## src/rtl/multicycle_pkg.sv

```systemverilog
// Shared encodings for the multi-cycle MIPS control FSM:
// states, opcode/funct values, ALU codes, mux selects, trap causes.
package multicycle_pkg;

  typedef enum logic [3:0] {
    S_FETCH  = 4'd0,
    S_DECODE = 4'd1,
    S_MEMADR = 4'd2,
    S_MEMRD  = 4'd3,
    S_MEMWB  = 4'd4,
    S_MEMWR  = 4'd5,
    S_EXEC   = 4'd6,
    S_RWB    = 4'd7,
    S_BRANCH = 4'd8,
    S_JUMP   = 4'd9,
    S_IEXEC  = 4'd10,
    S_IWB    = 4'd11,
    S_JR     = 4'd12,
    S_TRAP   = 4'd13
  } state_e;

  localparam logic [5:0] OP_RTYPE = 6'h00;
  localparam logic [5:0] OP_J     = 6'h02;
  localparam logic [5:0] OP_JAL   = 6'h03;
  localparam logic [5:0] OP_BEQ   = 6'h04;
  localparam logic [5:0] OP_BNE   = 6'h05;
  localparam logic [5:0] OP_BLEZ  = 6'h06;
  localparam logic [5:0] OP_BGTZ  = 6'h07;
  localparam logic [5:0] OP_ADDI  = 6'h08;
  localparam logic [5:0] OP_SLTI  = 6'h0A;
  localparam logic [5:0] OP_LW    = 6'h23;
  localparam logic [5:0] OP_SW    = 6'h2B;

  localparam logic [5:0] FN_SLL = 6'h00;
  localparam logic [5:0] FN_SRL = 6'h02;
  localparam logic [5:0] FN_JR  = 6'h08;
  localparam logic [5:0] FN_ADD = 6'h20;
  localparam logic [5:0] FN_SUB = 6'h22;
  localparam logic [5:0] FN_AND = 6'h24;
  localparam logic [5:0] FN_OR  = 6'h25;
  localparam logic [5:0] FN_SLT = 6'h2A;

  localparam logic [3:0] ALU_AND = 4'b0000;
  localparam logic [3:0] ALU_OR  = 4'b0001;
  localparam logic [3:0] ALU_ADD = 4'b0010;
  localparam logic [3:0] ALU_SUB = 4'b0110;
  localparam logic [3:0] ALU_SLT = 4'b0111;
  localparam logic [3:0] ALU_SLL = 4'b1000;
  localparam logic [3:0] ALU_SRL = 4'b1001;

  localparam logic [1:0] SA_PC    = 2'd0;
  localparam logic [1:0] SA_RS    = 2'd1;
  localparam logic [1:0] SA_SHAMT = 2'd2;

  localparam logic [1:0] SB_RT   = 2'd0;
  localparam logic [1:0] SB_FOUR = 2'd1;
  localparam logic [1:0] SB_IMM  = 2'd2;
  localparam logic [1:0] SB_IMM2 = 2'd3;

  localparam logic [1:0] RD_RT = 2'd0;
  localparam logic [1:0] RD_RD = 2'd1;
  localparam logic [1:0] RD_RA = 2'd2;

  localparam logic [1:0] M2R_ALU = 2'd0;
  localparam logic [1:0] M2R_MDR = 2'd1;
  localparam logic [1:0] M2R_PC  = 2'd2;

  localparam logic [1:0] PCS_ALU = 2'd0;
  localparam logic [1:0] PCS_OUT = 2'd1;
  localparam logic [1:0] PCS_JMP = 2'd2;
  localparam logic [1:0] PCS_RS  = 2'd3;

  localparam logic [1:0] TC_NONE    = 2'd0;
  localparam logic [1:0] TC_ILL_OP  = 2'd1;
  localparam logic [1:0] TC_ILL_FN  = 2'd2;
  localparam logic [1:0] TC_TIMEOUT = 2'd3;

endpackage

```

## src/rtl/multicycle_ctrl_alu_op_decode.sv

```systemverilog
// R-type funct decoder: ALU operation, shift/jr flags and
// illegal-funct detection.
module alu_op_decode
  import multicycle_pkg::*;
(
  input  logic [5:0] funct_i,
  output logic [3:0] alu_ctrl_o,
  output logic       is_shift_o,
  output logic       is_jr_o,
  output logic       illegal_o
);

  always_comb begin
    alu_ctrl_o = ALU_ADD;
    is_shift_o = 1'b0;
    is_jr_o    = 1'b0;
    illegal_o  = 1'b0;
    unique case (funct_i)
      FN_ADD: alu_ctrl_o = ALU_ADD;
      FN_SUB: alu_ctrl_o = ALU_SUB;
      FN_AND: alu_ctrl_o = ALU_AND;
      FN_OR:  alu_ctrl_o = ALU_OR;
      FN_SLT: alu_ctrl_o = ALU_SLT;
      FN_SLL: begin
        alu_ctrl_o = ALU_SLL;
        is_shift_o = 1'b1;
      end
      FN_SRL: begin
        alu_ctrl_o = ALU_SRL;
        is_shift_o = 1'b1;
      end
      FN_JR:  is_jr_o = 1'b1;
      default: illegal_o = 1'b1;
    endcase
  end

endmodule

```

## src/rtl/multicycle_ctrl.sv

```systemverilog
// Control FSM for a multi-cycle MIPS datapath: sequences shared
// ALU/memory, handles memory wait/timeout, traps, counts retires.
module multicycle_ctrl
  import multicycle_pkg::*;
#(
  parameter int unsigned MEM_TIMEOUT = 0,
  parameter int unsigned CNT_W       = 32
) (
  input  logic             clk_i,
  input  logic             rst_i,
  input  logic [5:0]       opcode_i,
  input  logic [5:0]       funct_i,
  input  logic             zero_i,
  input  logic             alu_neg_i,
  input  logic             mem_ready_i,
  output logic             pc_write_o,
  output logic             ir_write_o,
  output logic             iord_o,
  output logic             mem_read_o,
  output logic             mem_write_o,
  output logic             reg_write_o,
  output logic [1:0]       reg_dst_o,
  output logic [1:0]       mem_to_reg_o,
  output logic [1:0]       alu_src_a_o,
  output logic [1:0]       alu_src_b_o,
  output logic [3:0]       alu_ctrl_o,
  output logic [1:0]       pc_src_o,
  output logic [3:0]       state_o,
  output logic             trap_o,
  output logic [1:0]       trap_cause_o,
  output logic [CNT_W-1:0] instret_o
);

  state_e             state_q, state_d;
  logic [1:0]         cause_q, cause_d;
  logic [31:0]        wcnt_q, wcnt_d;
  logic [CNT_W-1:0]   instret_q, instret_d;

  logic [3:0] fn_alu;
  logic       fn_shift;
  logic       fn_jr;
  logic       fn_ill;
  logic       mem_wait;
  logic       timeout;
  logic       taken;

  alu_op_decode u_fn (
    .funct_i    (funct_i),
    .alu_ctrl_o (fn_alu),
    .is_shift_o (fn_shift),
    .is_jr_o    (fn_jr),
    .illegal_o  (fn_ill)
  );

  always_ff @(posedge clk_i) begin
    if (rst_i) begin
      state_q   <= S_FETCH;
      cause_q   <= TC_NONE;
      wcnt_q    <= '0;
      instret_q <= '0;
    end else begin
      state_q   <= state_d;
      cause_q   <= cause_d;
      wcnt_q    <= wcnt_d;
      instret_q <= instret_d;
    end
  end

  assign mem_wait = (state_q == S_FETCH) ||
                    (state_q == S_MEMRD) ||
                    (state_q == S_MEMWR);
  // ready wins: timeout only fires on a not-ready cycle
  assign timeout = (MEM_TIMEOUT != 0) && mem_wait &&
                   !mem_ready_i &&
                   (wcnt_q == MEM_TIMEOUT - 1);

  always_comb begin
    unique case (opcode_i[1:0])
      2'd0:    taken = zero_i;
      2'd1:    taken = ~zero_i;
      2'd2:    taken = zero_i | alu_neg_i;
      default: taken = ~(zero_i | alu_neg_i);
    endcase
  end

  always_comb begin
    state_d = state_q;
    cause_d = cause_q;
    unique case (state_q)
      S_FETCH:  if (mem_ready_i) state_d = S_DECODE;
      S_DECODE: begin
        unique case (opcode_i)
          OP_RTYPE: state_d = S_EXEC;
          OP_LW, OP_SW: state_d = S_MEMADR;
          OP_BEQ, OP_BNE,
          OP_BLEZ, OP_BGTZ: state_d = S_BRANCH;
          OP_J, OP_JAL: state_d = S_JUMP;
          OP_ADDI, OP_SLTI: state_d = S_IEXEC;
          default: begin
            state_d = S_TRAP;
            cause_d = TC_ILL_OP;
          end
        endcase
      end
      S_MEMADR: state_d = (opcode_i == OP_LW) ? S_MEMRD : S_MEMWR;
      S_MEMRD:  if (mem_ready_i) state_d = S_MEMWB;
      S_MEMWR:  if (mem_ready_i) state_d = S_FETCH;
      S_EXEC: begin
        if (fn_ill) begin
          state_d = S_TRAP;
          cause_d = TC_ILL_FN;
        end else if (fn_jr) begin
          state_d = S_JR;
        end else begin
          state_d = S_RWB;
        end
      end
      S_IEXEC: state_d = S_IWB;
      S_TRAP:  state_d = S_TRAP;
      default: state_d = S_FETCH;
    endcase
    if (timeout) begin
      state_d = S_TRAP;
      cause_d = TC_TIMEOUT;
    end
  end

  always_comb begin
    wcnt_d = '0;
    if (mem_wait && !mem_ready_i && state_d == state_q)
      wcnt_d = wcnt_q + 32'd1;
    instret_d = instret_q;
    if (state_d == S_FETCH && state_q != S_FETCH &&
        state_q != S_TRAP)
      instret_d = instret_q + CNT_W'(1);
  end

  always_comb begin
    pc_write_o   = 1'b0;
    ir_write_o   = 1'b0;
    iord_o       = 1'b0;
    mem_read_o   = 1'b0;
    mem_write_o  = 1'b0;
    reg_write_o  = 1'b0;
    reg_dst_o    = RD_RT;
    mem_to_reg_o = M2R_ALU;
    alu_src_a_o  = SA_PC;
    alu_src_b_o  = SB_RT;
    alu_ctrl_o   = ALU_AND;
    pc_src_o     = PCS_ALU;
    if (!rst_i) begin
      unique case (state_q)
        S_FETCH: begin
          mem_read_o  = 1'b1;
          alu_src_b_o = SB_FOUR;
          alu_ctrl_o  = ALU_ADD;
          pc_write_o  = mem_ready_i;
          ir_write_o  = mem_ready_i;
        end
        S_DECODE: begin
          alu_src_b_o = SB_IMM2;
          alu_ctrl_o  = ALU_ADD;
        end
        S_MEMADR: begin
          alu_src_a_o = SA_RS;
          alu_src_b_o = SB_IMM;
          alu_ctrl_o  = ALU_ADD;
        end
        S_MEMRD: begin
          iord_o     = 1'b1;
          mem_read_o = 1'b1;
        end
        S_MEMWB: begin
          reg_write_o  = 1'b1;
          mem_to_reg_o = M2R_MDR;
        end
        S_MEMWR: begin
          iord_o      = 1'b1;
          mem_write_o = 1'b1;
        end
        S_EXEC: begin
          alu_src_a_o = fn_shift ? SA_SHAMT : SA_RS;
          alu_ctrl_o  = fn_alu;
        end
        S_RWB: begin
          reg_write_o = 1'b1;
          reg_dst_o   = RD_RD;
        end
        S_BRANCH: begin
          alu_src_a_o = SA_RS;
          alu_ctrl_o  = ALU_SUB;
          pc_src_o    = PCS_OUT;
          pc_write_o  = taken;
        end
        S_JUMP: begin
          pc_src_o   = PCS_JMP;
          pc_write_o = 1'b1;
          if (opcode_i == OP_JAL) begin
            reg_write_o  = 1'b1;
            reg_dst_o    = RD_RA;
            mem_to_reg_o = M2R_PC;
          end
        end
        S_IEXEC: begin
          alu_src_a_o = SA_RS;
          alu_src_b_o = SB_IMM;
          alu_ctrl_o  = (opcode_i == OP_SLTI) ? ALU_SLT : ALU_ADD;
        end
        S_IWB: reg_write_o = 1'b1;
        S_JR: begin
          pc_src_o   = PCS_RS;
          pc_write_o = 1'b1;
        end
        default: ;
      endcase
    end
  end

  assign state_o      = state_q;
  assign trap_o       = (state_q == S_TRAP);
  assign trap_cause_o = cause_q;
  assign instret_o    = instret_q;

endmodule
```

## config.mk

```make
export PLATFORM = sky130hd
export DESIGN_NAME = multicycle_ctrl
export DESIGN_NICKNAME = d
export VERILOG_FILES = /design/src/rtl/multicycle_pkg.sv /design/src/rtl/multicycle_ctrl_alu_op_decode.sv /design/src/rtl/multicycle_ctrl.sv
export SDC_FILE = /design/constraint.sdc
export NUM_CORES = 1
export LEC_CHECK = 0
export ABC_AREA = 1
export CAP_MARGIN = 20
export CORE_ASPECT_RATIO = 0.7
export CORE_UTILIZATION = 51
export DETAILED_ROUTE_END_ITERATION = 16
export PLACE_DENSITY_LB_ADDON = 0.05
export REMOVE_ABC_BUFFERS = 1
export SLEW_MARGIN = 20
export SYNTH_ARGS = -nofsm -noshare
export SYNTH_HDL_FRONTEND = slang
export SYNTH_HIERARCHICAL = 1
export SYNTH_SLANG_ARGS = --single-unit
```

## constraint.sdc

```tcl
create_clock -name clk_i -period 2.84 [get_ports clk_i]
set_clock_uncertainty 0.2 [all_clocks]
set_input_delay 0.71 -clock clk_i [delete_from_list [all_inputs] [get_ports clk_i]]
set_output_delay 0.71 -clock clk_i [all_outputs]
set_load 0.005 [all_outputs]
```

# Word-level counts from Yosys, hierarchy flattened
# Cells that the tools add are included.
# totals
register_bits	38
inputBits	17
output_inout_bits	59
wordCells	109
# classes
addsub	1
n_eq_ne	35
n_mux	43
n_bitwise	3
reduce_logical	24
# op_table
op	n
$eq A6 B6 Y1 const B	7
$add A32 B1 Y32 const B	1
$pmux W4 S8	1
$eq A4 B4 Y1 const B	6
$eq A6 B3 Y1 const B	4
$mux W4	6
$pmux W4 S6	1
$pmux W4 S5	1
$eq A6 B2 Y1 const B	3
$eq A6 B4 Y1 const B	3
$mux W2	9
$eq A4 B3 Y1 const B	4
$pmux W2 S2	4
$pmux W4 S4	1
$reduce_or A2 Y1	8
$mux W1	13
$logic_not A6 Y1	2
$pmux W2 S3	2
$reduce_or A11 Y1	1
$reduce_or A3 Y1	3
$eq A4 B2 Y1 const B	2
$logic_not A4 Y1	2
$reduce_or A8 Y1	1
$mux W3	2
15 further kinds	19

# Depth between registers and ports, before layout
# Gate-level depths: netlist of the first run.
# logic_depth
depth_word	8
depth_mapped	17
ltp_nobuf	17

# Hierarchy
# Netlist of the first run, hierarchy kept.
# modules_own_cells
module	n_inst	cells_each	area_per_inst_um2	seq_area_each_um2
multicycle_ctrl	1	516	3017.9	760.7
alu_op_decode	1	31	173.9	0.0

# Worst setup path before layout of the first run
# OpenSTA, ideal clock, no wires.
# synth_path
path_type	input port to flip-flop
from	input port funct_i[1]
to	register instret_q[20], in the netlist instret_o[20]
setup_time_ps	132
arrival_time_ps	2021
required_ps	2508
setup_slack_ps	487
path_stages	15
n_path_buf	1
cell_sequence	nor2_1 > nand3_2 > nand2_1 > inv_1 > nand2_1 > nor2_1 > nor2_1 > inv_1 > nand2_1 > nand2_1 > nor2_4 > nand3_2 > buf_4 > o21bai_1 > a21oi_1
# synth_between
elab_chain_cells	8
elab_cells_between_ends	16
cone_classes	7 x eq/ne; 4 x mux; 5 x reduce/logical
# synth_lines
item	line_no	rtl
start, declared	multicycle_ctrl.sv:12	input logic [5:0] funct_i,
$eq A6 B4 Y1	multicycle_ctrl_alu_op_decode.sv:18	unique case (funct_i)
$mux W1	multicycle_ctrl_alu_op_decode.sv:18	
$mux W4	multicycle_ctrl.sv:112	end else if (fn_jr) begin
$mux W4 *	multicycle_ctrl.sv:109	if (fn_ill) begin
$pmux W4 S8 *	multicycle_ctrl.sv:89	unique case (state_q)
$logic_not A4 Y1 *	multicycle_ctrl.sv:133	if (state_d == S_FETCH && state_q != S_FETCH &&
$logic_and A1 B1 Y1 * (2 in series)	multicycle_ctrl.sv:133	
end signal, assigned	multicycle_ctrl.sv:65	instret_q <= instret_d;
end, declared	multicycle_ctrl.sv:37	logic [CNT_W-1:0] instret_q, instret_d;
# Mark *: on every way between the ends. The rest lies on a longest branch, timed or not.
# A chain may end at the register's enable or synchronous reset.

# Worst setup path in the final report of the first run
# layout_path
from	register state_q[2], in the netlist state_o[2]
to	output port pc_src_o[1]
# layout_between
elab_chain_cells	3
elab_cells_between_ends	5
cone_classes	3 x eq/ne; 2 x mux
# layout_lines
item	line_no	rtl
start, declared	multicycle_ctrl.sv:34	state_e state_q, state_d;
start signal, assigned	multicycle_ctrl.sv:62	state_q <= state_d;
$eq A4 B4 Y1	multicycle_ctrl.sv:152	unique case (state_q)
$pmux W2 S3 *	multicycle_ctrl.sv:152	
$mux W2 *	multicycle_ctrl.sv:151	if (!rst_i) begin
end, declared	multicycle_ctrl.sv:27	output logic [1:0] pc_src_o,
# Marked as above.

==> results of run 1 <==
==> cells by family (layout without fill, tap and decap cells) <==
family	Yosys count	in the layout	synth area share, %
adder cells (fa/ha/maj)	1	1	0.3919
AO/OA/AOI/OAI	84	84	16.31
XOR/XNOR	15	15	4.116
buffers and inverters	89	211	11.76
flip-flops	38	38	23.83
AND/OR/NAND/NOR	320	320	43.59
==> placed cells by master, fill, tap and decap left out, types with 4 or more instances in the layout <==
cell,synthesis,final
clkbuf_2,0,4
clkbuf_8,0,6
buf_12,0,6
inv_2,9,10
dfxtp_1,38,37
clkdlybuf4s50_1,0,50
nand2_1,128,125
xor2_1,15,15
buf_2,6,7
a21oi_1,39,36
dlymetal6s2s_1,0,5
nor3_1,6,5
buf_6,3,4
nor2_4,3,10
nor2_2,6,10
nand3_1,69,66
nand4_1,5,5
o21bai_1,30,28
inv_1,62,60
dlygate4sd2_1,0,8
nand3_2,5,5
nand2_2,1,4
buf_4,3,41
nor2_1,95,84
==> metal layers <==
metal / vias up / share of wire (%) / track usage (%)
met5: - / 0 / 0
met3: 25 / 13 / 9.000
met2: 259 / 41 / 49.21
li1: 2009 / - / -
met1: 1896 / 44 / 51.00
met4: 0 / 1.3 / 7.721
==> layout make-up <==
cell class	instances	area [µm²]	area share (%)
clock buffers	7	86.33	1.817
clock inverters	1	5.005	0.1053
multi-input cells	420	2213	46.58
repair buffers	132	1318	27.73
well taps	75	93.84	1.975
flip-flops and latches	38	762.0	16.03
inverters	71	274.0	5.766
==> state kept, by name, summed over array words and instances (netlist names) <==
name          count
instret_o        32
trap_cause_o      2
state_o           4
==> critical path, stage by stage (launching register included) <==
cell,delay [ns]
dfxtp_1,0.42
inv_2,0.08
nand2_1,0.14
nor2_1,0.09
a31oi_1,0.28
nor2_1,0.07
clkdlybuf4s50_1,0.46
==> timing repair <==
item                       CTS  global route
hold endpoints to repair     0             0
hold buffers                 0             0
setup endpoints to repair   43            41
resized for setup           59            46
setup buffers               11             4
cloned                       2             3
pin swaps                   18            14
==> power by group <==
part           leakage (nW)  switching (W)  internal, W
clock network        0.0482       0.000213     0.000196
logic                  1.68       0.000431     0.000376
registers             0.307      0.0000162     0.000548
==> stage by stage <==
step	setup TNS, ns	std cells
6_report	0	744
5_1_grt	-0.1840	744
4_1_cts	0	737
3_5_place_dp	-16.12	717
3_3_place_gp	-13.36	717
2_1_floorplan	0	529
==> worst max path at each step <==
| stage | from | to | slack [ns] | cells past startpoint |
|---|---|---|---|---|
| 3_3_place_gp | funct_i[4] | alu_ctrl_o[1] | -0.43 | 7 |
| 5_1_grt | funct_i[3] | instret_o[16] | -0.04 | 18 |
| 4_1_cts | opcode_i[5] | reg_dst_o[1] | 0.006 | 7 |
| 3_5_place_dp | funct_i[4] | alu_ctrl_o[1] | -0.45 | 7 |
| 2_1_floorplan | funct_i[1] | instret_o[10] | 0.10 | 15 |
| 6_report | state_o[2] | pc_src_o[1] | 0.08 | 6 |
==> results by group, run 1 <==
Routing
  • First-pass iteration count of the detailed router: 6
  • Via count: 4189
  • DRT iter0 DRCs: 575
  • DRC: 0
  • Routed WL per cell: 16.05 µm
  • Antenna violation net count after detailed routing: 0
  • Routed WL: 11940 µm
  • Vias per cell: 5.630

STA
  • Hold Worst Slack: 0.3348 ns
  • Final WS setup: 0.08294 ns
  • Max-slew headroom: 73.97%
  • Fmax: 362.7 MHz
  • Final Hold Fails: 0
  • Min Tclk post-route: 2.757 ns
  • Setup Viol. Count Final: 0
  • Slew @ Worst Pin: 0.3890 ns
  • Ratio of final minimum period to clock period: 97.08%
  • Max-slew violation count: 0

Critical path
  • Crit. End Element: primary output
  • FF-to-FF End: instret_o[30]
  • Worst reg-to-reg setup slack: 0.53 ns
  • Arr. time, crit path: 1.85 ns
  • R2R depth: 9
  • Worst setup SP type: flop
  • WP data required: 1.93 ns
  • Worst r2r src: instret_o[1]
  • CP Class: reg2out
  • Crit path max fanout: 4

Hold path
  • HP Start: trap_cause_o[0]
  • Worst Hold Class: reg2reg
  • Worst hold path stage count: 2
  • Hold endpoint: trap_cause_o[0]

Final layout
  • Layout area overhead: 48.88%
  • Cell area after layout: 4752 µm²
  • Fillcell total: 413
  • Final core occ: 80.95%
  • Layout cells sized above 1: 19.43%
  • Nets: 686
  • N_diodes: 0

Logic synthesis
  • Post-synth EDFFs: 0
  • Netlist cell types: 30
  • Ys async rst share: 0%
  • Yosys top cell by area: dfxtp_1
  • Main synth FF type: dfxtp_1
  • Mapped Cells: 547
  • Synth top cells by count: nand2_1 (128), nor2_1 (95), nand3_1 (69)
  • Synthesized area: 3192 µm²
  • Sequential share of the synthesized area: 23.83%
  • Synth warnings: 6
  • Post-synth top area share: 23.83%
  • Synth Area per Inst: 5.835 µm²
  • Most frequent cell after synthesis: nand2_1
  • Synthesized flop and latch total: 38
  • Synth area leaders: dfxtp_1 (24%), nand2_1 (15%), nor2_1 (11%)

Die
  • CORE AREA: 5871 µm²
  • Die H: 68.19 µm
  • DIE WIDTH: 96.56 µm
  • Row cnt: 23
  • Initial Util: 54.37%
  • Io pins: 76
  • Die area: 6584 µm²

Job
  • Maxcap violations: 0

Placement
  • Quantity of I/O buffers inserted on ports: 75
  • DP HPWL: 7938 µm
  • GPL Wtd Cong: 0.9723
  • Post-place setup slack: -0.4457 ns
  • Area after DPL: 4258 µm²

Power and ir drop
  • Leakage: 2.037 nW
  • PnR Total Power: 0.001780 W
  • Peak VDD IR: 452.9 µV
  • Cell Pwr Density: 374.6 nW/µm²

Clock tree
  • Clk Latency, worst-skew pair: 0.30 ns
  • CTS tree: done
  • CTS max path bufs: 2
  • Root buf cell: clkbuf_8
  • H-Tree Depth: 2
  • TritonCTS Sinks: 38
  • Clk slew on worst S/H paths: 0.08 ns
  • CTS buffer count: 5

Global routing
  • Grt ovf: 0
  • First-pass GRT wire length: 16870 µm
  • Vias in the first global route: 3438
  • Initial antenna violation count: 0
  • Largest net degree at the start of global routing: 29
  • GRT Total Usage: 34.47%

Outcome
  • Status: finished clean
Power figures use the tool's default switching activity.
==> inputs of run 2 (changes only) <==
MAX_ROUTING_LAYER = met4   (was default)
==> run 2 against run 1 <==
Worst setup slack worse by 0.053 ns. Sequential share of layout area is 0.50 points higher. Non-clock buffer count is 4 lower. Sequential power hardly changed. Flip-flop and latch count stayed put. Critical endpoint is now reg_write_o. Critical path depth is 2 higher. Die area stayed put. Design area is 2.7% lower. Combinational power is 9.5% lower. Highest routed layer unchanged. Global-route usage is 1.4 points higher. Critical path type is now in2out. Worst hold slack worse by 0.0058 ns. First-iteration DRC count is 11% lower.
==> results by group, run 2 (same netlist as run 1, synthesis figures left out) <==
Outcome
  • Status: finished clean

Power and ir drop
  • Cell Pwr Density: 369.2 nW/µm² (-1.4%)
  • Peak VDD IR: 325.3 µV (-28%)
  • Leakage: 1.958 nW (-3.9%)

Die
  • Io pins: 76 (unchanged)
  • Row cnt: 23 (unchanged)
  • Die H: 68.19 µm (unchanged)
  • Die area: 6584 µm² (unchanged)
  • CORE AREA: 5871 µm² (unchanged)
  • Initial Util: 54.37% (unchanged)
  • DIE WIDTH: 96.56 µm (unchanged)

Clock tree
  • Clk Latency, worst-skew pair: 0.31 ns (about the same)
  • Clk slew on worst S/H paths: 0.08 ns (about the same)
  • CTS tree: done
  • H-Tree Depth: 2 (unchanged)
  • Root buf cell: clkbuf_8
  • TritonCTS Sinks: 38 (unchanged)
  • CTS Hold Bufs: 0 (unchanged)
  • CTS max path bufs: 2 (unchanged)
  • CTS buffer count: 5 (unchanged)

Critical path
  • Critical path's largest stage delay: 0.25 ns (-0.21 ns)
  • Crit path max fanout: 3 (-1)
  • Crit-path cells: dlygate4sd2_1 > buf_4 > nor2_1 > nand2_2 > buf_4 > buf_4 > o21ai_1 > buf_2
  • CP Class: in2out
  • Crit path top cell by count: buf_4
  • Worst reg-to-reg setup slack: 0.54 ns (about the same)
  • Crit. End Element: primary output
  • Worst r2r src: instret_o[1]
  • Arr. time, crit path: 1.90 ns (+0.05 ns)
  • Worst setup SP type: input pin
  • R2R depth: 9 (unchanged)
  • WP data required: 1.93 ns (about the same)
  • FF-to-FF End: instret_o[30]
  • CP max-delay cell: dlygate4sd2_1

Global routing
  • Largest net degree at the start of global routing: 32 (+10%)
  • Initial antenna violation count: 0 (unchanged)
  • Grt ovf: 0 (unchanged)
  • First-pass GRT wire length: 17080 µm (+1.2%)
  • Vias in the first global route: 3429 (-0.26%)
  • GRT Total Usage: 35.91% (+1.4 points)

Job
  • Maxcap violations: 0 (unchanged)

STA
  • Max-slew headroom: 73.57% (-0.40 points)
  • Final Hold Fails: 0 (unchanged)
  • Min Tclk post-route: 2.810 ns (+0.05294 ns)
  • Max-slew violation count: 0 (unchanged)
  • Fmax: 355.9 MHz (-1.9%)
  • Ratio of final minimum period to clock period: 98.94% (+1.9 points)
  • Setup Viol. Count Final: 0 (unchanged)
  • Final TNS setup: 0 ns (unchanged)
  • Slew @ Worst Pin: 0.3951 ns (+0.006016 ns)
  • Final WS setup: 0.03000 ns (-0.05294 ns)

Placement
  • DP HPWL: 7997 µm (+0.74%)
  • Post-place setup slack: -0.4630 ns (-0.01729 ns)
  • # placed instances: 717 (unchanged)
  • Quantity of I/O buffers inserted on ports: 75 (unchanged)
  • GPL Wtd Cong: 0.9889 (+1.7%)

Final layout
  • Fillcell total: 468 (+13%)
  • Largest register FFs: 32 (unchanged)
  • Most common cell after layout, fill and taps aside: nand2_1
  • N_diodes: 0 (unchanged)
  • Layout cells sized above 1: 18.80% (-0.63 points)
  • Nets: 682 (-0.58%)
  • Finished Layout Cells: 740 (-0.54%)
  • Final core occ: 78.75% (-2.2 points)
  • Commonest cells after routing, fill and taps aside: nand2_1 (126), nor2_1 (87), nand3_1 (64)
  • Layout area overhead: 44.85%

Routing
  • Via count: 4152 (-0.88%)
  • Vias per cell: 5.611 (-0.35%)
  • Routed WL per cell: 15.57 µm (-3.0%)
  • First-pass iteration count of the detailed router: 5 (-1)
  • Antenna violation net count after detailed routing: 0 (unchanged)
  • Routed WL: 11520 µm (-3.5%)
  • DRC: 0 (unchanged)
  • DRT iter0 DRCs: 514 (-11%)

Hold path
  • Worst hold path stage count: 2 (unchanged)
  • Hold endpoint: trap_cause_o[1]
  • HP Start: trap_cause_o[1]
  • Worst Hold Class: reg2reg
-- run 2: critical path: cells and delay by family --
| kind | cells | cell delay [ns] |
|---|---|---|
| buffers and inverters | 5 | 0.80 |
| AND/OR/NAND/NOR | 2 | 0.27 |
| AO/OA/AOI/OAI | 1 | 0.12 |
-- run 2: cell type report --
| class | instances | area, µm² | area share (%) |
|---|---|---|---|
| tap | 75 | 93.84 | 2.030 |
| sequential | 38 | 764.5 | 16.54 |
| inverter | 71 | 271.5 | 5.873 |
| timing repair buffer | 128 | 1207 | 26.12 |
| clock inverter | 1 | 5.005 | 0.1083 |
| clock buffer | 7 | 86.33 | 1.867 |
| multi-input combinational | 420 | 2195 | 47.47 |
-- run 2: per-layer routing --
layer  GRT usage (%)  wire, µm
met1           52.13      5221
met2           47.89      4663
met3           9.444      1452
met4           9.926       186
met5               -         0
-- run 2: repair_timing --
| action | in CTS | in global routing |
|---|---|---|
| buffers inserted | 10 | 1 |
| gates cloned | 4 | 0 |
| endpoints found under the setup margin | 43 | 40 |
| resized for setup | 63 | 35 |
| pin swaps | 20 | 25 |
-- run 2: worst max path at each step --
| stage | startpoint | to | slack [ns] | cells past startpoint |
|---|---|---|---|---|
| 2_1_floorplan | funct_i[1] | instret_o[10] | 0.10 | 15 |
| 3_3_place_gp | funct_i[4] | alu_ctrl_o[1] | -0.43 | 7 |
| 3_5_place_dp | opcode_i[3] | alu_ctrl_o[0] | -0.46 | 9 |
| 4_1_cts | opcode_i[5] | alu_ctrl_o[0] | -0.08 | 8 |
| 5_1_grt | funct_i[5] | instret_o[7] | -0.03 | 21 |
| 6_report | opcode_i[2] | reg_write_o | 0.03 | 8 |
-- run 2: power by group --
group	internal (W)	switching (W)
sequential	0.000548	0.0000175
clock	0.000196	0.000215
combinational	0.000331	0.000399
total	0.00108	0.000632
-- run 2: per-stage QoR --
step                      instance area, µm²  total power [W]  hold slack (ns)
after global routing                    4623         0.001755           0.3641
after global placement                  4245         0.001103           0.2700
after detailed placement                4245         0.001111           0.3139
final                                   4623         0.001707           0.3290
after CTS                               4556         0.001665           0.3347
after floorplan                         3083        0.0008071           0.2853
